`config.mk`:
```
export PLATFORM = sky130hd
export DESIGN_NAME = decoder3_8_seq
export DESIGN_NICKNAME = d
export VERILOG_FILES = /design/src/rtl/decoder3_8_seq.sv
export SDC_FILE = /design/constraint.sdc
export NUM_CORES = 1
export LEC_CHECK = 0
export CAP_MARGIN = 40
export CORE_MARGIN = 2
export CORE_UTILIZATION = 35
export CTS_CLUSTER_SIZE = 25
export DETAILED_ROUTE_END_ITERATION = 7
export DONT_BUFFER_PORTS = 1
export GPL_TIMING_DRIVEN = 0
export PLACE_DENSITY = 0.56
export SLEW_MARGIN = 25
export SYNTH_ARGS = -nofsm -noshare
export SYNTH_HDL_FRONTEND = slang
export SYNTH_SLANG_ARGS = --single-unit
```
`constraint.sdc`:
```
create_clock -name clk -period 2.03 [get_ports clk]
set_input_delay 0.1015 -clock clk [delete_from_list [all_inputs] [get_ports clk]]
set_output_delay 0.1015 -clock clk [all_outputs]
set_load 0.005 [all_outputs]
```
`src/rtl/decoder3_8_seq.sv`:
```
// ---------------------------------------------------------------------------
// decoder3_8_seq
//
// Registered 3-to-8 one-hot decoder with valid/ready handshakes on both
// sides, plus a self-timed scan mode that walks a single 1 across out[0..7].
//
// Ports
//   clk        single clock, all state changes on the rising edge
//   rst        synchronous, active-high reset
//   en         global enable; gates new accepts and scan progress
//   in_valid   in carries a code
//   in_ready   block accepts in this cycle (combinational)
//   in         binary code 0..7
//   out_ready  downstream accepts out
//   out_valid  out holds a decoded code awaiting handshake
//   out        one-hot decoded value or scan pattern, otherwise 0
//   scan_start request a scan (only honoured in IDLE)
//   busy       high while scanning
//   scan_done  one-cycle pulse after the last scan position
//
// Parameters
//   DWELL  cycles each scan position is held (1..255)
//   CW     dwell counter width, 2**CW must exceed DWELL
// ---------------------------------------------------------------------------
module decoder3_8_seq #(
   parameter int unsigned DWELL = 2,
   parameter int unsigned CW    = 8
) (
   input  logic       clk,
   input  logic       rst,
   input  logic       en,
   input  logic       in_valid,
   output logic       in_ready,
   input  logic [2:0] in,
   input  logic       out_ready,
   output logic       out_valid,
   output logic [7:0] out,
   input  logic       scan_start,
   output logic       busy,
   output logic       scan_done
);

   typedef enum logic [1:0] {
      StIdle,
      StHold,
      StScan
   } state_e;

   localparam logic [CW-1:0] DwellLast = CW'(DWELL - 1);

   state_e          state_q, state_d;
   logic [7:0]      out_q, out_d;
   logic [CW-1:0]   cnt_q, cnt_d;
   logic            done_q, done_d;
   logic            accept;

   assign accept = in_valid & in_ready;

   // State register
   always_ff @(posedge clk) begin
      if (rst) begin
         state_q <= StIdle;
         out_q   <= 8'h00;
         cnt_q   <= '0;
         done_q  <= 1'b0;
      end else begin
         state_q <= state_d;
         out_q   <= out_d;
         cnt_q   <= cnt_d;
         done_q  <= done_d;
      end
   end

   // Next-state logic
   always_comb begin
      state_d = state_q;
      out_d   = out_q;
      cnt_d   = cnt_q;
      done_d  = 1'b0;

      unique case (state_q)
         StIdle: begin
            // scan_start wins; in_ready is already low so the code stays pending
            if (scan_start && en) begin
               state_d = StScan;
               out_d   = 8'b0000_0001;
               cnt_d   = '0;
            end else if (accept) begin
               state_d = StHold;
               out_d   = 8'b0000_0001 << in;
            end
         end

         StHold: begin
            if (out_ready) begin
               if (accept) begin
                  // back-to-back: replace the handed-off code in the same cycle
                  out_d = 8'b0000_0001 << in;
               end else begin
                  state_d = StIdle;
                  out_d   = 8'h00;
               end
            end
         end

         StScan: begin
            if (en) begin
               if (cnt_q == DwellLast) begin
                  cnt_d = '0;
                  if (out_q[7]) begin
                     state_d = StIdle;
                     out_d   = 8'h00;
                     done_d  = 1'b1;
                  end else begin
                     out_d = out_q << 1;
                  end
               end else begin
                  cnt_d = cnt_q + 1'b1;
               end
            end
         end

         default: begin
            state_d = StIdle;
            out_d   = 8'h00;
            cnt_d   = '0;
         end
      endcase
   end

   // Output logic
   always_comb begin
      out       = out_q;
      out_valid = (state_q == StHold);
      busy      = (state_q == StScan);
      scan_done = done_q;
      in_ready  = en & ~scan_start &
                  ((state_q == StIdle) | ((state_q == StHold) & out_ready));
   end

endmodule
```
==> flow_summary_export.csv, run 1 <==
group,metric,value,unit
status,outcome,"completed",
routing,dr.pass1.iters,4,
critical_path,crit_required,2.23,ns
synthesis,synthCells,127,
layout,layout-drive-gt1-share,18.18,%
critical_path,path_max_fanout,8,
clocking,post_cts_buffers,0,
floorplan,ioPinCount,21,
floorplan,row_count,20,
synthesis,synth_top_family_by_area,"simple AND/OR/NAND/NOR gates",
timing,fin_crit_sh,92.50,%
timing,slew_headroom,68.10,%
routing,drc,0,
floorplan,dieWidth,60.25,um
timing,finalCriticalPeriod,1.878,ns
global_routing,grt_start_max_net_pins,12,
layout,num_antenna_cells,0,
layout,layout_common_cells,"19 x nor2_1, 19 x dfxtp_1, 10 x nand2_1",
placement,placed_area,1162,um2
global_routing,antenna_found_initial,0,
synthesis,syn-num-nets,138,
power_and_ir_drop,p_per_area,600.6,nW/um2
clocking,cts_buffer_depth,2,
clocking,cts_root_buffer,"clkbuf_4",
job,cap_violations,0,
timing,worst_pin_slew,0.4768,ns
clocking,cts.sinks,19,
routing,avgViaCountPerCell,5.443,
routing,wl_per_cell,14.03,um
floorplan,fp.dieArea,3629,um2
floorplan,coreArea,3028,um2
timing,final_hold_viol_count,0,
routing,num_vias,958,
global_routing,grt_pass1_wl,4160,um
synthesis,ys_seq_area_share,34.35,%
clocking,h-tree-depth,1,
timing,fmax,0.5326,GHz
routing,finalWirelength,2469,um
critical_path,critPathArrivalTime,2.07,ns
critical_path,critPathMaxStageDelay,0.46,ns
synthesis,synth-xor-area-share,3.955,%
synthesis,synth_compound_area_share,23.50,%
layout,utilization,39.63,%
timing,slew_viol_final,0,
clocking,clk_latency,0.31,ns
timing,setup_violations,0,
synthesis,syn_avg_cell_area,8.719,um2
synthesis,yosys_warnings,0,
synthesis,syn_area,1107,um2
critical_path,critPathCaptureType,"flop",
timing,fin_tns_setup,0,ns
layout,multiInputGateArea,650.6,um2
synthesis,synth_mux_area_share,0,%
power_and_ir_drop,total_power,0.7206,mW
synthesis,synthDominantCellAreaShare,34.35,%
power_and_ir_drop,leakage,0.4394,nW
critical_path,cp_slowest_cell,"dfxtp_1",
placement,io_buffer_count,0,
layout,seqCellArea,380.4,um2
synthesis,synthAdderAreaFrac,2.260,%
min_path,min-delay-path-class,"in -> reg",
layout,final_area,1200,um2
timing,finalClockSkew,0.01634,ns
placement,hpwl,1785,um
floorplan,initial_core_util,36.57,%
critical_path,cp_cell_sequence,"ha_1 -> nor4b_4 -> a21oi_1 -> or3b_1 -> buf_6 -> a22oi_1 -> nor2_1",
routing,drt-initial-drc-count,51,
clocking,cts_resized,0,
synthesis,synth-simple-area-share,29.04,%
critical_path,crit_type,"reg -> reg",
clocking,path_clk_slew,0.13,ns
floorplan,die_h,60.25,um
global_routing,grt_pass1_vias,885,
placement,place_congestion,0.8570,
critical_path,critical_path_buf_inv_count,1,
synthesis,ys_ff_latch,19,
synthesis,synthTopCellsByArea,"dfxtp_1 34%, nor2_1 6.4%, a22oi_1 5.4%, nand2_1 3.4%, xor2_1 3.2%",
clocking,cts_made_buffers,3,
critical_path,crit_family,"simple AND/OR/NAND/NOR gates",
clocking,cts_tree,"done",
global_routing,grt_usage,15.10,%
synthesis,ys_types,43,
layout,fillers,317,
critical_path,startpoint_type,"flop",
synthesis,yosys.area.top_type,"dfxtp_1",
layout,finish.net_count,144,
global_routing,grt_overflow,0,
layout,area_delta_synth_final,8.362,%
timing,rsz0062_at_grt,"false",
routing,ant_nets,0,
power_and_ir_drop,ir_drop,204.6,uV
## final cells by class
type,count,area share [%]
Buffer,5,4.797
Clock buffer,3,1.877
Clock inverter,1,0.4171
Inverter,5,1.564
Multi-Input combinational cell,98,54.22
Sequential cell,19,31.70
Tap cell,44,4.588
Timing Repair Buffer,1,0.8342
## power by group
| part | total, mW | switching (mW) | internal, mW | leakage (nW) |
|---|---|---|---|---|
| Sequential | 0.394 | 0.0113 | 0.382 | 0.154 |
| Combinational | 0.127 | 0.0709 | 0.0562 | 0.268 |
| Clock | 0.200 | 0.126 | 0.0734 | 0.0177 |
| Total | 0.721 | 0.208 | 0.512 | 0.439 |
## cell families after synthesis
group / Yosys count
and+or+nand+nor: 57
xor gates and xnor gates: 5
AOI/OAI and AO/OA: 34
adders and majority gates: 2
buffers and inverters: 10
DFF: 19
## timing repair
| action | CTS | global route |
|---|---|---|
| endpoints found under the hold margin | 3 | 0 |
| setup endpoints to repair | 0 | 0 |
| hold buffers | 1 | 0 |
## stage by stage
step	hold WS, ns	setup slack, ns	instances
global placement	0.1742	0.1913	171
global route	0.01042	0.01892	176
finish	0.009235	0.1523	176
detailed placement	0.1785	0.1843	171
floorplan	0.1736	0.3467	127
CTS	0.002074	0.1528	176
## synthesized netlist by cell type (all sizes together)
master	instances
nand3	2
inv	5
nor4	1
nand2b	3
nor2b	1
a31oi	2
o22ai	1
a22o	3
and4	1
a32o	3
o22a	1
a22oi	8
a2bb2oi	1
nor2	19
nand2	10
and2b	1
clkbuf	2
nand4	4
and3	3
nor4b	2
and4b	1
dfxtp	19
xor2	4
o21a	1
a21oi	7
a21o	1
nor3b	1
a211oi	1
or3b	2
buf	3
and3b	1
nor3	5
ha	2
a311oi	2
o21ai	3
xnor2	1
## routing by layer
metal / vias up / track usage (%) / wire length (um)
li1: 482 / - / -
met1: 457 / 20.08 / 1150
met2: 15 / 23.60 / 1162
met3: 4 / 3.463 / 122
met4: 0 / 5.714 / 32
met5: - / 0 / 0
## state kept, by name, indices dropped and copies added, names as in the netlist
name       cells
scan_done      1
cnt_q          8
state_q        2
out            8
## path summary, 6_finish.rpt
| check | startpoint | to | slack, ns | depth (start not counted) |
|---|---|---|---|---|
| worst min-delay path | in_valid | state_q[0] | 0.009 | 2 |
| worst max-delay path | cnt_q[0] | out[3] | 0.15 | 7 |
| worst min register to register | cnt_q[7] | cnt_q[7] | 0.51 | 1 |
| worst max register to register | cnt_q[0] | out[3] | 0.15 | 7 |
No activity file was read; power rests on OpenSTA's default activity.
==> inputs of run 2 (changes only) <==
--- a/config.mk
+++ b/config.mk
@@ -6,13 +6,15 @@
 export NUM_CORES = 1
 export LEC_CHECK = 0
 export CAP_MARGIN = 40
+export CELL_PAD_IN_SITES_DETAIL_PLACEMENT = 2
+export CELL_PAD_IN_SITES_GLOBAL_PLACEMENT = 2
 export CORE_MARGIN = 2
 export CORE_UTILIZATION = 35
 export CTS_CLUSTER_SIZE = 25
 export DETAILED_ROUTE_END_ITERATION = 7
 export DONT_BUFFER_PORTS = 1
 export GPL_TIMING_DRIVEN = 0
-export PLACE_DENSITY = 0.56
+export PLACE_DENSITY = 0.81
 export SLEW_MARGIN = 25
 export SYNTH_ARGS = -nofsm -noshare
 export SYNTH_HDL_FRONTEND = slang
==> run 2 against run 1 <==
Compared with the run above: sequential share of layout area up 0.071 points; sequential power hardly changed; utilization is essentially flat; routed wire length rose by 21%; worst hold slack improved by 0.013 ns; combinational power grew 5%; maximum frequency shrank 0.37%; highest routed layer unchanged; sequential cell count did not move; critical path type unchanged.
==> flow_summary_export.csv, run 2 (same netlist as run 1, synthesis figures left out) <==
group,metric,value,unit
status,outcome,"completed",
critical_path,startpoint_type,"flop",
floorplan,dieWidth,60.25,um
placement,hpwl,2252,um
clocking,cts_root_buffer,"clkbuf_4",
floorplan,initial_core_util,36.57,%
routing,finalWirelength,2981,um
critical_path,critPathCaptureType,"flop",
critical_path,crit_family,"simple AND/OR/NAND/NOR gates",
floorplan,coreArea,3028,um2
routing,dr.pass1.iters,4,
layout,area_delta_synth_final,8.474,%
timing,setup_violations,0,
timing,rsz0062_at_grt,"false",
critical_path,critPathMaxStageDelay,0.42,ns
power_and_ir_drop,leakage,0.4398,nW
min_path,min-delay-path-class,"in -> reg",
timing,slew_viol_final,0,
layout,layout_common_cells,"19 x nor2_1, 18 x dfxtp_1, 10 x nand2_1",
clocking,cts_buffer_depth,2,
clocking,path_clk_slew,0.12,ns
timing,fin_tns_setup,0,ns
layout,final_common_cell,"nor2_1",
min_path,hp-start,"rst",
critical_path,r2r-start,"cnt_q[1]",
power_and_ir_drop,ir_drop,222.0,uV
critical_path,cp_slowest_cell,"or3b_1",
critical_path,r2r_end,"out[6]",
placement,place_congestion,0.7801,
routing,drt-initial-drc-count,34,
layout,layout-drive-gt1-share,18.94,%
min_path,min_path_cells,2,
placement,dp.cells,171,
timing,finalCriticalPeriod,1.885,ns
clocking,post_cts_buffers,0,
layout,final_cells,176,
routing,drc,0,
floorplan,row_count,20,
floorplan,die_h,60.25,um
clocking,cts_tree,"done",
global_routing,grt_usage,18.26,%
critical_path,critPathArrivalTime,2.10,ns
critical_path,regToRegSetupSlack,0.15,ns
critical_path,critical_path_buf_inv_count,2,
job,cap_violations,0,
layout,finish.net_count,144,
timing,worst_pin_slew,0.4807,ns
clocking,cts_made_buffers,3,
routing,ant_nets,0,
critical_path,cp_cell_sequence,"inv_1 -> ha_1 -> nor4b_4 -> a21oi_1 -> or3b_1 -> buf_6 -> a22oi_1 -> nor2_1",
global_routing,grt_start_max_net_pins,12,
placement,io_buffer_count,0,
global_routing,antenna_found_initial,0,
global_routing,grt_pass1_vias,1070,
routing,num_vias,994,
timing,finalClockSkew,0.005211,ns
clocking,cts.sinks,19,
power_and_ir_drop,p_per_area,610.3,nW/um2
timing,slew_headroom,67.95,%
timing,fin_ws,0.1453,ns
clocking,clk_latency,0.30,ns
timing,fmax,0.5306,GHz
floorplan,fp.dieArea,3629,um2
clocking,h-tree-depth,1,
critical_path,ff2ff_path_depth,8,
layout,num_antenna_cells,0,
critical_path,path_max_fanout,8,
routing,avgViaCountPerCell,5.648,
global_routing,grt_pass1_wl,4954,um
placement,place_ws,0.08610,ns
critical_path,crit_required,2.24,ns
critical_path,crit_type,"reg -> reg",
floorplan,ioPinCount,21,
min_path,hold_end,"out[4]",
timing,fin_crit_sh,92.84,%
timing,final_hold_viol_count,0,
routing,wl_per_cell,16.94,um
global_routing,grt_overflow,0,
-- run 2: cell count changes in the layout (fill, tap and decap cells not counted) --
cell | previous run | this run
dfxtp_1 | 19 | 18
dfxtp_2 | 0 | 1
-- run 2: through the flow --
stage               utilization, %  instance area, um2  hold WS (ns)  power, mW
global placement             38.39                1162        0.1747     0.5270
global route                 39.67                1201       0.01169     0.7755
floorplan                        -                1107        0.1736     0.5018
finish                       39.67                1201       0.02252     0.7331
detailed placement           38.39                1162        0.1872     0.5342
CTS                          39.63                1200       0.02593     0.7402
-- run 2: what timing repair did --
action | 4_1_cts | 5_1_grt
resized for setup | 0 | 1
setup endpoints to repair | 0 | 7
hold buffers | 1 | 0
hold endpoints to repair | 3 | 0
-- run 2: layer usage --
| layer | part of all wire (%) | global-route usage (%) | vias up |
|---|---|---|---|
| li1 | - | - | 479 |
| met1 | 46 | 23.96 | 501 |
| met2 | 51 | 30.43 | 12 |
| met3 | 3.1 | 2.814 | 2 |
| met4 | 0.67 | 5.714 | 0 |
| met5 | 0 | 0 | - |
-- run 2: worst max-delay path by stage --
| stage | endpoint | depth (start not counted) | start |
|---|---|---|---|
| 2_1_floorplan | out[0] | 7 | cnt_q[0] |
| 4_1_cts | out[6] | 7 | cnt_q[0] |
| 3_3_place_gp | out[3] | 7 | cnt_q[0] |
| 5_1_grt | out[7] | 8 | cnt_q[1] |
| 6_report | out[6] | 8 | cnt_q[1] |
| 3_5_place_dp | out[6] | 7 | cnt_q[0] |
-- run 2: power by group --
part / switching [mW] / leakage (nW) / internal [mW]
Combinational: 0.0762 / 0.268 / 0.0565
Sequential: 0.0115 / 0.154 / 0.383
Clock: 0.132 / 0.0177 / 0.0735
Total: 0.220 / 0.440 / 0.513
-- run 2: worst reg2reg max path: cells and delay by family, from the launching register on --
| family | cells | cell delay, ns |
|---|---|---|
| compound gates | 2 | 0.31 |
| flops | 1 | 0.38 |
| buf+inv | 2 | 0.24 |
| simple gates | 3 | 0.72 |
| fa+ha+maj | 1 | 0.16 |
-- run 2: final cells by class --
| type | instances | area [um2] |
|---|---|---|
| plain buffers | 5 | 57.56 |
| clock buffers | 3 | 22.52 |
| clock inverters | 1 | 5.005 |
| fillers | 360 | 1827 |
| inverters | 5 | 18.77 |
| multi-input cells | 98 | 650.6 |
| flip-flops and latches | 19 | 381.6 |
| well taps | 44 | 55.05 |
| repair buffers | 1 | 10.01 |
==> inputs of run 3 (changes only) <==
--- a/config.mk
+++ b/config.mk
@@ -5,16 +5,16 @@
 export SDC_FILE = /design/constraint.sdc
 export NUM_CORES = 1
 export LEC_CHECK = 0
+export BUFFER_PORTS_ARGS = -buffer_cell sky130_fd_sc_hd__buf_2
 export CAP_MARGIN = 40
 export CELL_PAD_IN_SITES_DETAIL_PLACEMENT = 2
 export CELL_PAD_IN_SITES_GLOBAL_PLACEMENT = 2
 export CORE_MARGIN = 2
-export CORE_UTILIZATION = 35
+export CORE_UTILIZATION = 32
 export CTS_CLUSTER_SIZE = 25
 export DETAILED_ROUTE_END_ITERATION = 7
-export DONT_BUFFER_PORTS = 1
 export GPL_TIMING_DRIVEN = 0
-export PLACE_DENSITY = 0.81
+export PLACE_DENSITY = 0.84
 export SLEW_MARGIN = 25
 export SYNTH_ARGS = -nofsm -noshare
 export SYNTH_HDL_FRONTEND = slang
==> run 3 against run 2 <==
Compared with the run above: sequential cell count did not move; maximum frequency grew 1.3%; critical endpoint is now out[3]; largest power group unchanged; cell area is 7.3% higher; die area rose by 8.7%; largest cell class unchanged; via count is 5.6% higher; critical path type unchanged; final cell count increased by 11%.
==> flow_summary_export.csv, run 3 (same netlist as run 1, synthesis figures left out) <==
group,metric,value,unit
status,outcome,"completed",
clocking,cts.sinks,19,
critical_path,critPathCaptureType,"flop",
clocking,cts_root_buffer,"clkbuf_4",
timing,slew_viol_final,0,
routing,dr.pass1.iters,4,
timing,finalClockSkew,0.008584,ns
layout,area_delta_synth_final,16.38,%
power_and_ir_drop,leakage,0.5283,nW
global_routing,grt_start_max_net_pins,12,
global_routing,grt_usage,17.85,%
floorplan,ioPinCount,21,
layout,layout-drive-gt1-share,29.33,%
clocking,post_cts_buffers,0,
placement,hpwl,2419,um
floorplan,fp.dieArea,3947,um2
routing,num_vias,1050,
layout,fillers,399,
layout,final_area,1289,um2
timing,final_hold_viol_count,0,
clocking,cts_tree,"done",
global_routing,antenna_found_initial,0,
layout,num_antenna_cells,0,
timing,finalCriticalPeriod,1.860,ns
min_path,min-delay-path-class,"in -> reg",
job,cap_violations,0,
placement,io_buffer_count,19,
placement,place_congestion,0.7956,
floorplan,row_count,21,
placement,placed_area,1260,um2
clocking,cts_buffer_depth,2,
timing,fmax,0.5377,GHz
layout,layout_common_cells,"19 x nor2_1, 19 x buf_2, 18 x dfxtp_1",
clocking,cts_made_buffers,3,
routing,drc,0,
global_routing,grt_overflow,0,
critical_path,crit_required,2.24,ns
floorplan,coreArea,3337,um2
min_path,hp-start,"rst",
timing,slew_headroom,65.46,%
routing,drt-initial-drc-count,78,
floorplan,initial_core_util,33.18,%
global_routing,grt_pass1_vias,1179,
critical_path,path_max_fanout,8,
timing,worst_pin_slew,0.5180,ns
clocking,h-tree-depth,1,
global_routing,grt_pass1_wl,5644,um
timing,fin_crit_sh,91.61,%
layout,finish.net_count,162,
clocking,clk_latency,0.30,ns
critical_path,r2r-start,"cnt_q[1]",
critical_path,crit_type,"reg -> reg",
routing,ant_nets,0,
timing,setup_violations,0,
timing,fin_tns_setup,0,ns
power_and_ir_drop,p_per_area,576.3,nW/um2
layout,seqCellArea,381.6,um2
critical_path,critPathLaunch,"cnt_q[1]",
routing,avgViaCountPerCell,5.357,
routing,wl_per_cell,16.15,um
clocking,path_clk_slew,0.12,ns
critical_path,startpoint_type,"flop",
power_and_ir_drop,ir_drop,285.5,uV
timing,rsz0062_at_grt,"false",
routing,finalWirelength,3166,um
floorplan,dieWidth,62.83,um
layout,multiInputGateArea,650.6,um2
critical_path,critPathArrivalTime,2.07,ns
floorplan,die_h,62.83,um
-- run 3: cell types whose count changed in the layout (fill, tap and decap cells not counted) --
cell / change
buf_2: +19
dlygate4sd3_1: -1
-- run 3: routing by layer --
layer | track usage [%] | share of wire [%]
met5 | 0 | 0
met4 | 5.000 | 1.1
met3 | 3.063 | 2.1
met2 | 32.80 | 52
met1 | 21.17 | 45
-- run 3: path summary, 6_finish.rpt --
kind | to | slack, ns | cells after the start
hold reg to reg | cnt_q[7] | 0.54 | 1
setup / recovery | out[3] | 0.17 | 8
setup reg to reg | out[3] | 0.17 | 8
hold / removal | state_q[1] | 0.04 | 2
-- run 3: what timing repair did --
item / 4_1_cts / 5_1_grt
gates resized for setup: 0 / 1
setup endpoints to repair: 0 / 5
hold buffers: 0 / 0
-- run 3: report_power, final --
group | switching [mW] | total (mW) | internal (mW)
Sequential | 0.0108 | 0.394 | 0.383
Clock | 0.125 | 0.198 | 0.0735
Combinational | 0.0869 | 0.151 | 0.0640
Total | 0.222 | 0.743 | 0.520
-- run 3: critical path, stage by stage, from the launching register on --
cell and delay, ns:
dfxtp_1 0.38, inv_1 0.07, ha_1 0.14, nor4b_4 0.25, a21oi_1 0.10, or3b_1 0.40, buf_6 0.15, a22oi_1 0.22
nor2_1 0.06
-- run 3: per-stage QoR --
stage	utilization [%]	power (mW)	std cells	worst slack [ns]	hold slack, ns
floorplan	-	0.5018	127	0.3467	0.1736
global placement	37.76	0.5463	192	0.1745	0.3394
detailed placement	37.76	0.5534	192	0.08491	0.3566
CTS	38.58	0.7511	196	0.06792	0.03158
global route	38.62	0.7915	196	0.01297	0.03287
finish	38.62	0.7427	196	0.1703	0.03849
-- run 3: area by class of cell --
cell class | instances | share of cell area, %
timing repair buffer | 19 | 7.379
inverter | 5 | 1.456
sequential | 19 | 29.61
clock inverter | 1 | 0.3883
multi-input combinational | 98 | 50.49
tap | 46 | 4.466
buffer | 5 | 4.466
clock buffer | 3 | 1.748
